<file path="config.mk">
export PLATFORM = sky130hd
export DESIGN_NAME = libhdl_count_sched
export DESIGN_NICKNAME = d
export VERILOG_FILES = /design/src/rtl/libhdl_count_sched.sv
export SDC_FILE = /design/constraint.sdc
export NUM_CORES = 1
export LEC_CHECK = 0
export BUFFER_PORTS_ARGS = -buffer_cell sky130_fd_sc_hd__buf_2
export CAP_MARGIN = 20
export CORE_MARGIN = 4
export CORE_UTILIZATION = 50
export CTS_CLUSTER_SIZE = 28
export DETAILED_ROUTE_END_ITERATION = 8
export HOLD_SLACK_MARGIN = 0.12
export MAX_ROUTING_LAYER = met4
export PLACE_DENSITY = 0.83
export SYNTH_ARGS = -nofsm -noshare
export SYNTH_HDL_FRONTEND = slang
export SYNTH_SLANG_ARGS = --single-unit
</file>
<file path="constraint.sdc">
create_clock -name i_clk -period 3.2 [get_ports i_clk]
set_input_delay 0.16 -clock i_clk [delete_from_list [all_inputs] [get_ports i_clk]]
set_output_delay 0.16 -clock i_clk [all_outputs]
set_load 0.005 [all_outputs]
</file>
<file path="src/rtl/libhdl_count_sched.sv">
// Round-robin scheduler sharing one down-counting delay timer among NUM_REQ requesters.
// Optional abort input enabled by defining LIBHDL_COUNT_SCHED_ABORT_EN.
module libhdl_count_sched #(
    parameter int NUM_REQ   = 4,
    parameter int COUNT_LEN = 8
) (
    input  logic                           i_clk,
    input  logic                           i_rst_n,
    input  logic [NUM_REQ-1:0]             i_req,
    input  logic [NUM_REQ*COUNT_LEN-1:0]   i_ldval,
    input  logic                           i_ce,
`ifdef LIBHDL_COUNT_SCHED_ABORT_EN
    input  logic                           i_abort,
`endif
    output logic [NUM_REQ-1:0]             o_gnt,
    output logic [NUM_REQ-1:0]             o_done,
    output logic                           o_busy,
    output logic [COUNT_LEN-1:0]           o_count
);

    localparam int PTR_W = (NUM_REQ > 1) ? $clog2(NUM_REQ) : 1;

    typedef enum logic [1:0] {S_IDLE, S_RUN, S_DONE} state_t;

    state_t               state_q, state_d;
    logic [PTR_W-1:0]     ptr_q, ptr_d;
    logic [NUM_REQ-1:0]   gnt_q, gnt_d;
    logic [NUM_REQ-1:0]   done_q, done_d;
    logic [COUNT_LEN-1:0] count_q, count_d;

    logic                 abort_w;
    logic [PTR_W-1:0]     win;
    logic [COUNT_LEN-1:0] win_ld;

`ifdef LIBHDL_COUNT_SCHED_ABORT_EN
    assign abort_w = i_abort;
`else
    assign abort_w = 1'b0;
`endif

    // Search starts just past the last owner so it ranks last next time.
    always_comb begin
        logic found;
        found = 1'b0;
        win   = '0;
        for (int i = 1; i <= NUM_REQ; i++) begin
            automatic int idx = int'(ptr_q) + i;
            if (idx >= NUM_REQ) idx -= NUM_REQ;
            if (!found && i_req[idx]) begin
                found = 1'b1;
                win   = PTR_W'(idx);
            end
        end
    end

    always_comb begin
        win_ld = '0;
        for (int k = 0; k < NUM_REQ; k++)
            if (win == PTR_W'(k)) win_ld = i_ldval[k*COUNT_LEN +: COUNT_LEN];
    end

    always_ff @(posedge i_clk or negedge i_rst_n) begin
        if (!i_rst_n) begin
            state_q <= S_IDLE;
            ptr_q   <= PTR_W'(NUM_REQ - 1);
            gnt_q   <= '0;
            done_q  <= '0;
            count_q <= '0;
        end else begin
            state_q <= state_d;
            ptr_q   <= ptr_d;
            gnt_q   <= gnt_d;
            done_q  <= done_d;
            count_q <= count_d;
        end
    end

    always_comb begin
        state_d = state_q;
        ptr_d   = ptr_q;
        gnt_d   = gnt_q;
        done_d  = '0;
        count_d = count_q;
        case (state_q)
            S_IDLE: begin
                if (|i_req) begin
                    gnt_d   = NUM_REQ'(1) << win;
                    count_d = win_ld;
                    ptr_d   = win;
                    state_d = S_RUN;
                end
            end
            S_RUN: begin
                if (!i_req[ptr_q] || abort_w) begin
                    gnt_d   = '0;
                    count_d = '0;
                    state_d = S_IDLE;
                end else if (i_ce && count_q == '0) begin
                    done_d  = NUM_REQ'(1) << ptr_q;
                    gnt_d   = '0;
                    state_d = S_DONE;
                end else if (i_ce) begin
                    count_d = count_q - 1'b1;
                end
            end
            S_DONE: begin
                state_d = S_IDLE;
            end
            default: begin
                state_d = S_IDLE;
                gnt_d   = '0;
                count_d = '0;
            end
        endcase
    end

    always_comb begin
        o_gnt   = gnt_q;
        o_done  = done_q;
        o_count = count_q;
        o_busy  = (state_q == S_RUN) || (state_q == S_DONE);
    end

endmodule

</file>
==> impl_results.rst, run 1 <==
.. list-table::
   :header-rows: 1

   * - Metric
     - Value
   * - Most frequent cells in the layout
     - buf_2 (55), mux2i_1 (20), dfrtp_1 (18)
   * - Inserted Clock Buffers
     - 3
   * - Number of enable-type register cells in the synthesized netlist
     - 0
   * - Clock Sinks
     - 20
   * - Least-Margin Pin Slew
     - 0.702 ns
   * - Number of cell rows
     - 20
   * - Area enclosed by the die boundary
     - 0.00427 mm2
   * - Chip height
     - 65.4 um
   * - Post-cts repair resize count
     - 0
   * - Hold Path Stages
     - 3
   * - Synthesized Nets
     - 211
   * - Number of cells produced by synthesis
     - 164
   * - Yosys Warn Count
     - 0
   * - Vias in the first global route
     - 1413
   * - Remaining DRCs
     - 0
   * - Buffers from clock root to sink, at most
     - 2
   * - Biggest fanout along the worst timing path
     - 13
   * - Met1 Wirelength
     - 1750 um
   * - RD Place Congestion
     - 0.816
   * - Required time of the critical path
     - 3.44 ns
   * - Final hold violation count
     - 0
   * - HPWL reported at the end of detailed placement
     - 3050 um
   * - Run status
     - completed
   * - Setup skew after layout
     - 0.000744 ns
   * - CP Launch Type
     - flip-flop
   * - WL/cell
     - 14.9 um
   * - Path class of the lowest-slack min-delay path
     - in -> reg
   * - Die width
     - 65.4 um
   * - Portion of the clock cycle consumed by the worst path in the final layout
     - 90.9%
   * - Pin count of the biggest net entering global routing
     - 21
   * - Detailed-routed wire length on met3
     - 230 um
   * - Vias
     - 1457
   * - Distinct cells, synth
     - 46
   * - Post-layout worst setup margin
     - 0.291 ns
   * - # Max-Cap Violations
     - 0
   * - Setup slack at placement
     - 0.334 ns
   * - Source of the worst hold timing path
     - i_ldval[30]
   * - Hold endpoint
     - o_count[6]
   * - Router iterations before antenna repair
     - 4
   * - First-pass GRT wire length
     - 6680 um
   * - Power density over cell area
     - 1040 mW/mm2
   * - Endpoints failing setup
     - 0
   * - Final worst path period need
     - 2.91 ns
   * - GRT overflow
     - 0
   * - Post-route setup TNS
     - 0 ns
   * - Initial DRC count
     - 112
   * - Routed Antenna Nets
     - 0
   * - Number of diodes
     - 0
   * - Asr flop ratio synth
     - 100%
   * - Critical path capture point type
     - flip-flop
   * - End of the worst register-to-register path
     - o_count[1]
   * - Flop-to-flop setup slack
     - 0.29 ns
   * - Leakage Power
     - 1.00 nW
   * - Beginning of the worst register-to-register path
     - ptr_q[1]
   * - Unrepaired setup endpoints after global routing
     - false
   * - Top achievable clock speed
     - 344 MHz
   * - Post-DR vias/cell
     - 5.54
   * - Commonest non-fill, non-tap cell in the layout
     - buf_2
   * - Clock latency on the worst-skew pair
     - 0.31 ns
   * - Antenna violations before repair
     - 0
   * - Fraction of final layout cells sized beyond drive strength 1
     - 36.5%
   * - Slew Limit Headroom
     - 52.8%
   * - Synthesized area per cell
     - 10.0 um2
   * - Largest vdd supply drop
     - 0.000711 V
   * - Routed met2 length
     - 1910 um
   * - Non-filler instance count after layout
     - 263
   * - Clock input transition at the sequential cells of the worst setup and hold paths
     - 0.12 ns
   * - Root Buffer Master
     - clkbuf_4
   * - Number of synthesized register bits
     - 20
   * - Initial standard-cell utilization of the core
     - 53.0%
   * - CTS tree
     - yes
   * - Pins Over Slew Limit
     - 0
   * - Number of filler instances in the final layout
     - 296
   * - Total Wirelength
     - 3920 um
   * - Data arrival, critical path
     - 3.15 ns
   * - Most used DFF post-synth
     - dfrtp_1
   * - IO Count
     - 56
   * - Portion of the post-synthesis area used by sequential elements
     - 30.6%
   * - Critical path class
     - reg -> reg
   * - Total global routing track utilization
     - 20.4%
   * - Top metal layer carrying routed signals
     - met4
   * - Area of the core
     - 0.00310 mm2
   * - Buffers added on ports
     - 55
   * - Area of the mapped netlist
     - 0.00165 mm2
   * - Layout-stage area growth over the synthesis result
     - 20.5%
   * - Number of levels the H-tree was split into
     - 1
   * - Worst r2r path cells
     - 8
   * - Number of placed cells counting well taps
     - 258
   * - Number of nets in the layout
     - 267
==> critical path, stage by stage, from the launching register on <==
cell,delay [ns]
dfstp_2,0.66
inv_1,0.09
ha_1,0.47
mux2_2,0.41
o21ai_0,0.30
o221ai_4,0.31
mux2i_1,0.19
mux2_4,0.29
o221ai_2,0.12
==> worst max path at each step <==
stage / startpoint / endpoint / depth (start not counted)
floorplan: ptr_q[0] / o_count[0] / 11
global placement: ptr_q[1] / o_count[1] / 8
detailed placement: ptr_q[1] / o_count[1] / 8
CTS: ptr_q[1] / o_count[1] / 8
global route: ptr_q[1] / o_count[4] / 7
finish: ptr_q[1] / o_count[1] / 8
==> layer usage <==
metal | up-vias | GRT usage [%]
met5 | - | -
met4 | 0 | 3.11
met3 | 4 | 3.93
met2 | 48 | 33.1
met1 | 683 | 27.2
li1 | 722 | -
==> synthesized netlist by cell type, types with 3 or more instances <==
cell / number / area share [%]
and2_1: 6 / 2.3
nand2_1: 11 / 2.5
mux2_2: 4 / 2.7
o221ai_1: 4 / 2.1
dfrtp_1: 18 / 27
o21ai_0: 7 / 2.1
ha_1: 8 / 6.1
nor2b_1: 3 / 1.1
buf_6: 5 / 3.4
o21ai_1: 4 / 1.2
buf_2: 3 / 0.91
nor3_1: 3 / 0.91
mux2i_1: 20 / 12
nor4_1: 3 / 1.1
inv_1: 8 / 1.8
a22o_1: 4 / 2.1
and3_1: 3 / 1.1
a21oi_1: 9 / 2.7
nor2_1: 9 / 2.1
==> flip-flops by register name (all words and copies together) (netlist names) <==
| name | count |
|---|---|
| o_count | 8 |
| o_gnt | 4 |
| o_done | 4 |
| state_q | 2 |
| ptr_q | 2 |
==> power breakdown <==
group / internal (mW) / switching [mW]
Clock: 0.127 / 0.0856
Combinational: 0.667 / 0.737
Sequential: 0.352 / 0.0895
Total: 1.15 / 0.912
==> final cells by class <==
type | instances | area [um2] | area share, %
flip-flops and latches | 20 | 503 | 25.4
repair buffers | 60 | 315 | 15.9
clock buffers | 3 | 22.5 | 1.14
inverters | 9 | 33.8 | 1.70
multi-input cells | 126 | 1020 | 51.6
clock inverters | 1 | 30.0 | 1.52
well taps | 44 | 55.1 | 2.78
==> kinds of logic (layout without fill, tap and decap cells) <==
logic type	Yosys count	after routing	synth area share, %
multiplexers	29	29	20.8
buffers and inverters	18	73	7.30
AO/OA/AOI/OAI	43	43	19.5
AND/OR/NAND/NOR	46	46	15.7
adder cells (fa/ha/maj)	8	8	6.08
flip-flops	20	20	30.6
==> stage by stage <==
step | hold WS (ns) | area [um2] | utilization (%) | total power, mW
2_1_floorplan | -0.136 | 1650 | - | 1.63
3_3_place_gp | 0.124 | 1920 | 61.9 | 1.80
3_5_place_dp | 0.130 | 1920 | 61.9 | 1.84
4_1_cts | 0.140 | 1980 | 63.9 | 2.06
5_1_grt | 0.145 | 1980 | 63.9 | 2.24
6_report | 0.130 | 1980 | 63.9 | 2.06
==> what timing repair did <==
item	in CTS	in global routing
endpoints found under the hold margin	20	0
endpoints found under the setup margin	0	0
setup buffers	0	0
hold buffers	1	0
Power figures use the tool's default switching activity.
==> inputs of run 2 (changes only) <==
ABC_AREA = 1   (was unset)
CORE_UTILIZATION = 51   (was 50)
==> run 2 against run 1 <==
Compared with the run above:
- non-clock buffer count fell by 4
- cell count rose by 36%
- count of clock-buffer cells in the layout rose by 1
- hold slack improved by 0.14 ns
- via count rose by 22%
- clock skew rose by 0.0053 ns
- highest routed layer unchanged
==> impl_results.rst, run 2 <==
.. list-table::
   :header-rows: 1

   * - Metric
     - Value
   * - Commonest non-fill, non-tap cell in the layout
     - nand2_1
   * - Post-DR vias/cell
     - 4.97
   * - Post-cts repair resize count
     - 0
   * - Number of synthesized register bits
     - 20
   * - Part of the total power dissipated in sequential elements
     - 18.8%
   * - Critical path capture point type
     - flip-flop
   * - Initial standard-cell utilization of the core
     - 54.7%
   * - Inserted Clock Buffers
     - 3
   * - Setup slack at placement
     - 0.511 ns
   * - Synthesized Nets
     - 307
   * - Pin count of the biggest net entering global routing
     - 21
   * - Internal power
     - 1.03 mW
   * - Critical path cell sequence
     - inv_6 > ha_1 > inv_1 > nand3_1 > nand2_2 > nor2_4 > nand3_2 > nand3_2 > nand2_2 > o21ai_0 > inv_1 > nand2_1 > nand2_1 > nand2_1 > nand2_1
   * - Worst path top cell family by delay
     - simple AND/OR/NAND/NOR gates
   * - Worst setup path start
     - ptr_q[0]
   * - Total Wirelength
     - 4110 um
   * - Number of cell rows
     - 20
   * - HPWL reported at the end of detailed placement
     - 3250 um
   * - Portion of the post-synthesis area used by sequential elements
     - 29.4%
   * - Biggest fanout along the worst timing path
     - 15
   * - Synth area leaders
     - dfrtp_1 (26%), nand2_1 (20%), inv_1 (7.2%)
   * - CTS tree
     - yes
   * - Buffers added on ports
     - 55
   * - Area enclosed by the die boundary
     - 0.00434 mm2
   * - Area of the mapped netlist
     - 0.00171 mm2
   * - Yosys Warn Count
     - 0
   * - Setup skew after layout
     - 0.00603 ns
   * - Critical path class
     - reg -> reg
   * - Switch share
     - 56.8%
   * - Final hold violation count
     - 0
   * - Pins Over Slew Limit
     - 0
   * - Asr flop ratio synth
     - 100%
   * - Most frequent cells in the layout
     - nand2_1 (90), buf_2 (55), inv_1 (33)
   * - Router iterations before antenna repair
     - 4
   * - Chip height
     - 65.9 um
   * - Area of the core
     - 0.00313 mm2
   * - Vias in the first global route
     - 1572
   * - Yosys top cell by area
     - dfrtp_1
   * - Number of placed cells counting well taps
     - 353
   * - Buffers from clock root to sink, at most
     - 2
   * - CP bufs+invs
     - 3
   * - WL/cell
     - 11.5 um
   * - List of most frequent post-synthesis cells
     - nand2_1 (90), inv_1 (33), dfrtp_1 (18), nand3_1 (18), o21ai_0 (17)
   * - Clock input transition at the sequential cells of the worst setup and hold paths
     - 0.12 ns
   * - Final worst path period need
     - 2.72 ns
   * - Cell with the most instances after synthesis
     - nand2_1
   * - Synthesized area per cell
     - 6.58 um2
   * - Slowest cell on the critical path
     - dfstp_2
   * - Maximum cell stage delay along the critical path
     - 0.72 ns
   * - Vias
     - 1778
   * - Remaining DRCs
     - 0
   * - Switching power of the nets
     - 1.36 mW
   * - Number of enable-type register cells in the synthesized netlist
     - 0
   * - Number of nets in the layout
     - 362
   * - Run status
     - completed
   * - Final worst hold slack
     - 0.272 ns
   * - Flop-to-flop setup slack
     - 0.48 ns
   * - Final standard cell utilization of the core
     - 65.2%
   * - Post-route setup TNS
     - 0 ns
   * - Most Frequent Cell on Critical Path
     - nand2_1
   * - Fraction of final layout cells sized beyond drive strength 1
     - 26.4%
   * - Source of the worst hold timing path
     - i_ldval[28]
   * - GRT overflow
     - 0
   * - Layout-stage area growth over the synthesis result
     - 19.2%
   * - CP Launch Type
     - flip-flop
   * - Antenna violations before repair
     - 0
   * - Routed Antenna Nets
     - 0
   * - Data arrival, critical path
     - 2.92 ns
   * - Endpoints failing setup
     - 0
   * - Slew Limit Headroom
     - 67.8%
   * - Largest vdd supply drop
     - 0.000865 V
   * - Number of diodes
     - 0
   * - Power density over cell area
     - 1170 mW/mm2
   * - Clock latency on the worst-skew pair
     - 0.29 ns
   * - Beginning of the worst register-to-register path
     - ptr_q[0]
   * - Comb power frac
     - 75.1%
   * - Path class of the lowest-slack min-delay path
     - in -> reg
   * - RD Place Congestion
     - 0.845
   * - Clock Sinks
     - 20
   * - Die width
     - 65.9 um
   * - Number of levels the H-tree was split into
     - 1
   * - Total global routing track utilization
     - 19.4%
   * - Initial DRC count
     - 166
   * - First-pass GRT wire length
     - 6620 um
   * - Most used DFF post-synth
     - dfrtp_1
   * - Post-layout worst setup margin
     - 0.482 ns
   * - Portion of the clock cycle consumed by the worst path in the final layout
     - 84.9%
   * - Required time of the critical path
     - 3.40 ns
   * - Clock share of power
     - 6.1%
   * - # Max-Cap Violations
     - 0
   * - Leakage Power
     - 1.20 nW
   * - Root Buffer Master
     - clkbuf_4
   * - Number of flip-flops in the largest register
     - 8
   * - IO Count
     - 56
   * - Non-filler instance count after layout
     - 358
   * - Least-Margin Pin Slew
     - 0.483 ns
   * - Number of filler instances in the final layout
     - 289
   * - Area fraction of the dominant cell type after synthesis
     - 26.3%
   * - Number of cells produced by synthesis
     - 260
   * - Unrepaired setup endpoints after global routing
     - false
   * - Distinct cells, synth
     - 32
   * - Top achievable clock speed
     - 368 MHz
run 2: cell types whose count changed after synthesis, sizes merged, moves of 4 or more:
cell    previous run  this run
a22o               4         0
and2               6         0
buf                9         5
inv                9        36
mux2               6         0
mux2i             20         0
nand2             11        96
nand3              1        22
nor2               9        16
o21ai             11        28
o221ai             6         0
or2                1         7
run 2: power groups by stage:
stage | clock network (mW) | logic, mW | registers (mW)
3_3_place_gp | 0 | 1.75 | 0.449
4_1_cts | 0.147 | 1.79 | 0.449
3_5_place_dp | 0 | 1.78 | 0.454
2_1_floorplan | 0 | 1.52 | 0.422
5_1_grt | 0.158 | 2.07 | 0.461
6_report | 0.145 | 1.80 | 0.450
run 2: layout make-up:
class / count / area [um2] / share of cell area (%)
clock buffer: 4 / 36.3 / 1.78
inverter: 36 / 140 / 6.88
multi-input combinational: 198 / 1020 / 50.0
sequential: 20 / 503 / 24.7
tap: 44 / 55.1 / 2.70
timing repair buffer: 56 / 285 / 14.0
run 2: worst reg2reg max path, stage by stage, from the launching register on:
cell     delay (ns)
dfstp_2        0.72
inv_6          0.09
ha_1           0.32
inv_1          0.08
nand3_1        0.12
nand2_2        0.09
nor2_4         0.13
nand3_2        0.11
nand3_2        0.25
nand2_2        0.23
o21ai_0        0.20
inv_1          0.06
nand2_1        0.09
nand2_1        0.05
nand2_1        0.05
nand2_1        0.05
run 2: repair_timing:
| action | 4_1_cts | 5_1_grt |
|---|---|---|
| hold endpoints to repair | 18 | 0 |
| buffers inserted | 0 | 0 |
| hold buffers | 1 | 0 |
| endpoints found under the setup margin | 0 | 0 |
run 2: cells by family (layout without fill, tap and decap cells):
family | Yosys count | in the layout | share of synthesized area, %
and+or+nand+nor | 148 | 148 | 38.9
AOI/OAI and AO/OA | 39 | 39 | 13.2
adders and majority gates | 8 | 8 | 5.85
buffers and inverters | 42 | 96 | 11.0
xor gates and xnor gates | 3 | 3 | 1.54
DFF | 20 | 20 | 29.4
run 2: path summary, 6_finish.rpt:
path | end | cells after the start
setup / recovery | o_count[1] | 15
hold / removal | o_count[4] | 7
setup reg to reg | o_count[1] | 15
hold reg to reg | state_q[0] | 2
max in group asynchronous | ptr_q[1] | 2
min in group asynchronous | o_gnt[0] | 2
run 2: layer usage:
metal  vias to the layer above  GRT usage, %  share of wire, %
met5                         -             -                 0
met4                         0          6.48              0.76
met2                        60          29.9                43
met3                         2          1.19               6.1
li1                        937             -                 -
met1                       779          27.3                50
run 2: per-stage QoR:
| stage | cell area [um2] | total power, mW |
|---|---|---|
| after floorplan | 1710 | 1.94 |
| after global placement | 1990 | 2.20 |
| after detailed placement | 1990 | 2.23 |
| after CTS | 2040 | 2.39 |
| after global routing | 2040 | 2.69 |
| final | 2040 | 2.39 |
==> inputs of run 3 (changes only) <==
clock period = 2.8 ns   (was 3.2 ns; I/O delays follow)
==> run 3 against run 2 <==
Compared with the run above:
- power increased by 24%
- final area increased by 3.2%
- via count increased by 2.9%
- combinational power increased by 30%
- hold slack got worse by 0.023 ns
- non-clock buffer count increased by 6
- worst setup slack got worse by 0.21 ns
- clock power about the same
- global-route usage increased by 1.6 points
- die area unchanged
- sequential power increased by 7.8%
- register-to-register slack got worse by 0.21 ns
==> impl_results.rst, run 3 (synthesis results as in run 2) <==
.. list-table::
   :header-rows: 1

   * - Metric
     - Value
   * - Number of cell rows
     - 20
   * - CP Launch Type
     - flip-flop
   * - Fraction of final layout cells sized beyond drive strength 1
     - 28.1%
   * - Final standard cell utilization of the core
     - 67.2%
   * - Clock share of power
     - 4.9%
   * - Routed Antenna Nets
     - 0
   * - Inserted Clock Buffers
     - 3
   * - Unrepaired setup endpoints after global routing
     - false
   * - WL/cell
     - 12.3 um
   * - Clock Sinks
     - 20
   * - Vias
     - 1829
   * - Layout-stage area growth over the synthesis result
     - 23.0%
   * - IO Count
     - 56
   * - Initial standard-cell utilization of the core
     - 54.7%
   * - Post-route setup TNS
     - 0 ns
   * - Data arrival, critical path
     - 2.73 ns
   * - Leakage Power
     - 1.23 nW
   * - Clock input transition at the sequential cells of the worst setup and hold paths
     - 0.12 ns
   * - Router iterations before antenna repair
     - 4
   * - Number of diodes
     - 0
   * - Clock latency on the worst-skew pair
     - 0.30 ns
   * - Number of placed cells counting well taps
     - 354
   * - Post-DR vias/cell
     - 5.02
   * - Slew Limit Headroom
     - 67.4%
   * - GRT overflow
     - 0
   * - Final worst path period need
     - 2.53 ns
   * - Comb power frac
     - 78.8%
   * - Buffers added on ports
     - 55
   * - Final hold violation count
     - 0
   * - Critical path capture point type
     - flip-flop
   * - RD Place Congestion
     - 0.865
   * - Area enclosed by the die boundary
     - 0.00434 mm2
   * - Area of the core
     - 0.00313 mm2
   * - Internal power
     - 1.29 mW
   * - Top achievable clock speed
     - 396 MHz
   * - Portion of the clock cycle consumed by the worst path in the final layout
     - 90.2%
   * - CTS tree
     - yes
   * - Initial DRC count
     - 124
   * - Number of filler instances in the final layout
     - 283
   * - HPWL reported at the end of detailed placement
     - 3350 um
   * - Critical path class
     - reg -> reg
   * - Biggest fanout along the worst timing path
     - 14
   * - Vias in the first global route
     - 1683
   * - Root Buffer Master
     - clkbuf_4
   * - Chip height
     - 65.9 um
   * - Buffers from clock root to sink, at most
     - 2
   * - Least-Margin Pin Slew
     - 0.489 ns
   * - Die width
     - 65.9 um
   * - Total power consumption of the routed design
     - 2.97 mW
   * - Pins Over Slew Limit
     - 0
   * - Number of levels the H-tree was split into
     - 1
   * - Non-filler instance count after layout
     - 364
   * - First-pass GRT wire length
     - 7220 um
   * - Part of the total power dissipated in sequential elements
     - 16.3%
   * - Power density over cell area
     - 1410 mW/mm2
   * - Commonest non-fill, non-tap cell in the layout
     - nand2_1
   * - Most frequent cells in the layout
     - nand2_1 (90), buf_2 (55), inv_1 (32)
   * - Antenna violations before repair
     - 0
   * - Switch share
     - 56.4%
   * - Largest vdd supply drop
     - 0.000946 V
   * - # Max-Cap Violations
     - 0
   * - Endpoints failing setup
     - 0
   * - Post-layout worst setup margin
     - 0.274 ns
   * - Setup skew after layout
     - 0.00838 ns
   * - Number of nets in the layout
     - 368
   * - Total Wirelength
     - 4460 um
   * - Total global routing track utilization
     - 21.0%
   * - Pin count of the biggest net entering global routing
     - 21
   * - Switching power of the nets
     - 1.67 mW
   * - Setup slack at placement
     - 0.177 ns
   * - Path class of the lowest-slack min-delay path
     - in -> reg
   * - Run status
     - completed
   * - Required time of the critical path
     - 3.01 ns
   * - Remaining DRCs
     - 0
   * - Number of flip-flops in the largest register
     - 8
==> run 3: cell types whose count changed in the layout (fill, tap and decap cells not counted), moves of 2 or more <==
cell / change
buf_4: +5
nand3_2: -2
nand3_4: +2
nor2_4: +2
==> run 3: worst max-delay path, cell delays in order (launching register included) <==
cell and delay (ns):
dfstp_2 0.58, inv_2 0.08, ha_1 0.31, inv_1 0.12, nand3_1 0.12, nand2_2 0.11, nor2_1 0.07, a21oi_2 0.17
buf_4 0.14, nand3_4 0.16, nor2_2 0.15, nand2_1 0.06, nand3_1 0.08, nand2_1 0.06, nand2_1 0.08, nand2_1 0.06
nand2_1 0.05, nand2_1 0.05
==> run 3: worst paths after layout <==
check | startpoint | endpoint | slack [ns] | cells after the start
max | ptr_q[1] | o_count[6] | 0.27 | 17
min | i_ldval[28] | o_count[4] | 0.25 | 7
max reg2reg | ptr_q[1] | o_count[6] | 0.27 | 17
min reg2reg | o_count[0] | o_count[0] | 0.52 | 2
max in group asynchronous | i_rst_n | ptr_q[0] | 2.15 | 2
min in group asynchronous | i_rst_n | o_count[6] | 0.30 | 2
==> run 3: final cells by class <==
type / instances / area, um2 / share of cell area, %
well taps: 44 / 55.1 / 2.62
flip-flops and latches: 20 / 503 / 23.9
repair buffers: 62 / 328 / 15.6
clock buffers: 4 / 26.3 / 1.25
inverters: 36 / 140 / 6.66
multi-input cells: 198 / 1050 / 50.0
==> run 3: metrics by stage <==
stage               hold slack, ns  area [um2]
global placement             0.114        2000
finish                       0.249        2100
global route                 0.293        2100
floorplan                   -0.156        1710
detailed placement           0.118        2000
CTS                          0.240        2040
==> run 3: power groups by stage <==
stage                     Clock (mW)  Sequential (mW)  Combinational, mW
after floorplan                    0            0.482               1.73
after global placement             0            0.491               2.03
after detailed placement           0            0.494               2.07
after CTS                      0.148            0.488               2.08
after global routing           0.161            0.497               2.69
final                          0.145            0.485               2.34
==> run 3: routing by layer <==
layer / share of wire, % / global-route usage, %
met1: 45 / 27.8
met2: 48 / 35.4
met4: 1.1 / 5.44
met5: 0 / -
met3: 6.4 / 0.680
==> run 3: repair_timing <==
action	in CTS	in global routing
gates resized for setup	0	8
hold buffers	1	0
endpoints found under the hold margin	19	0
setup endpoints to repair	0	8
setup buffers	0	5
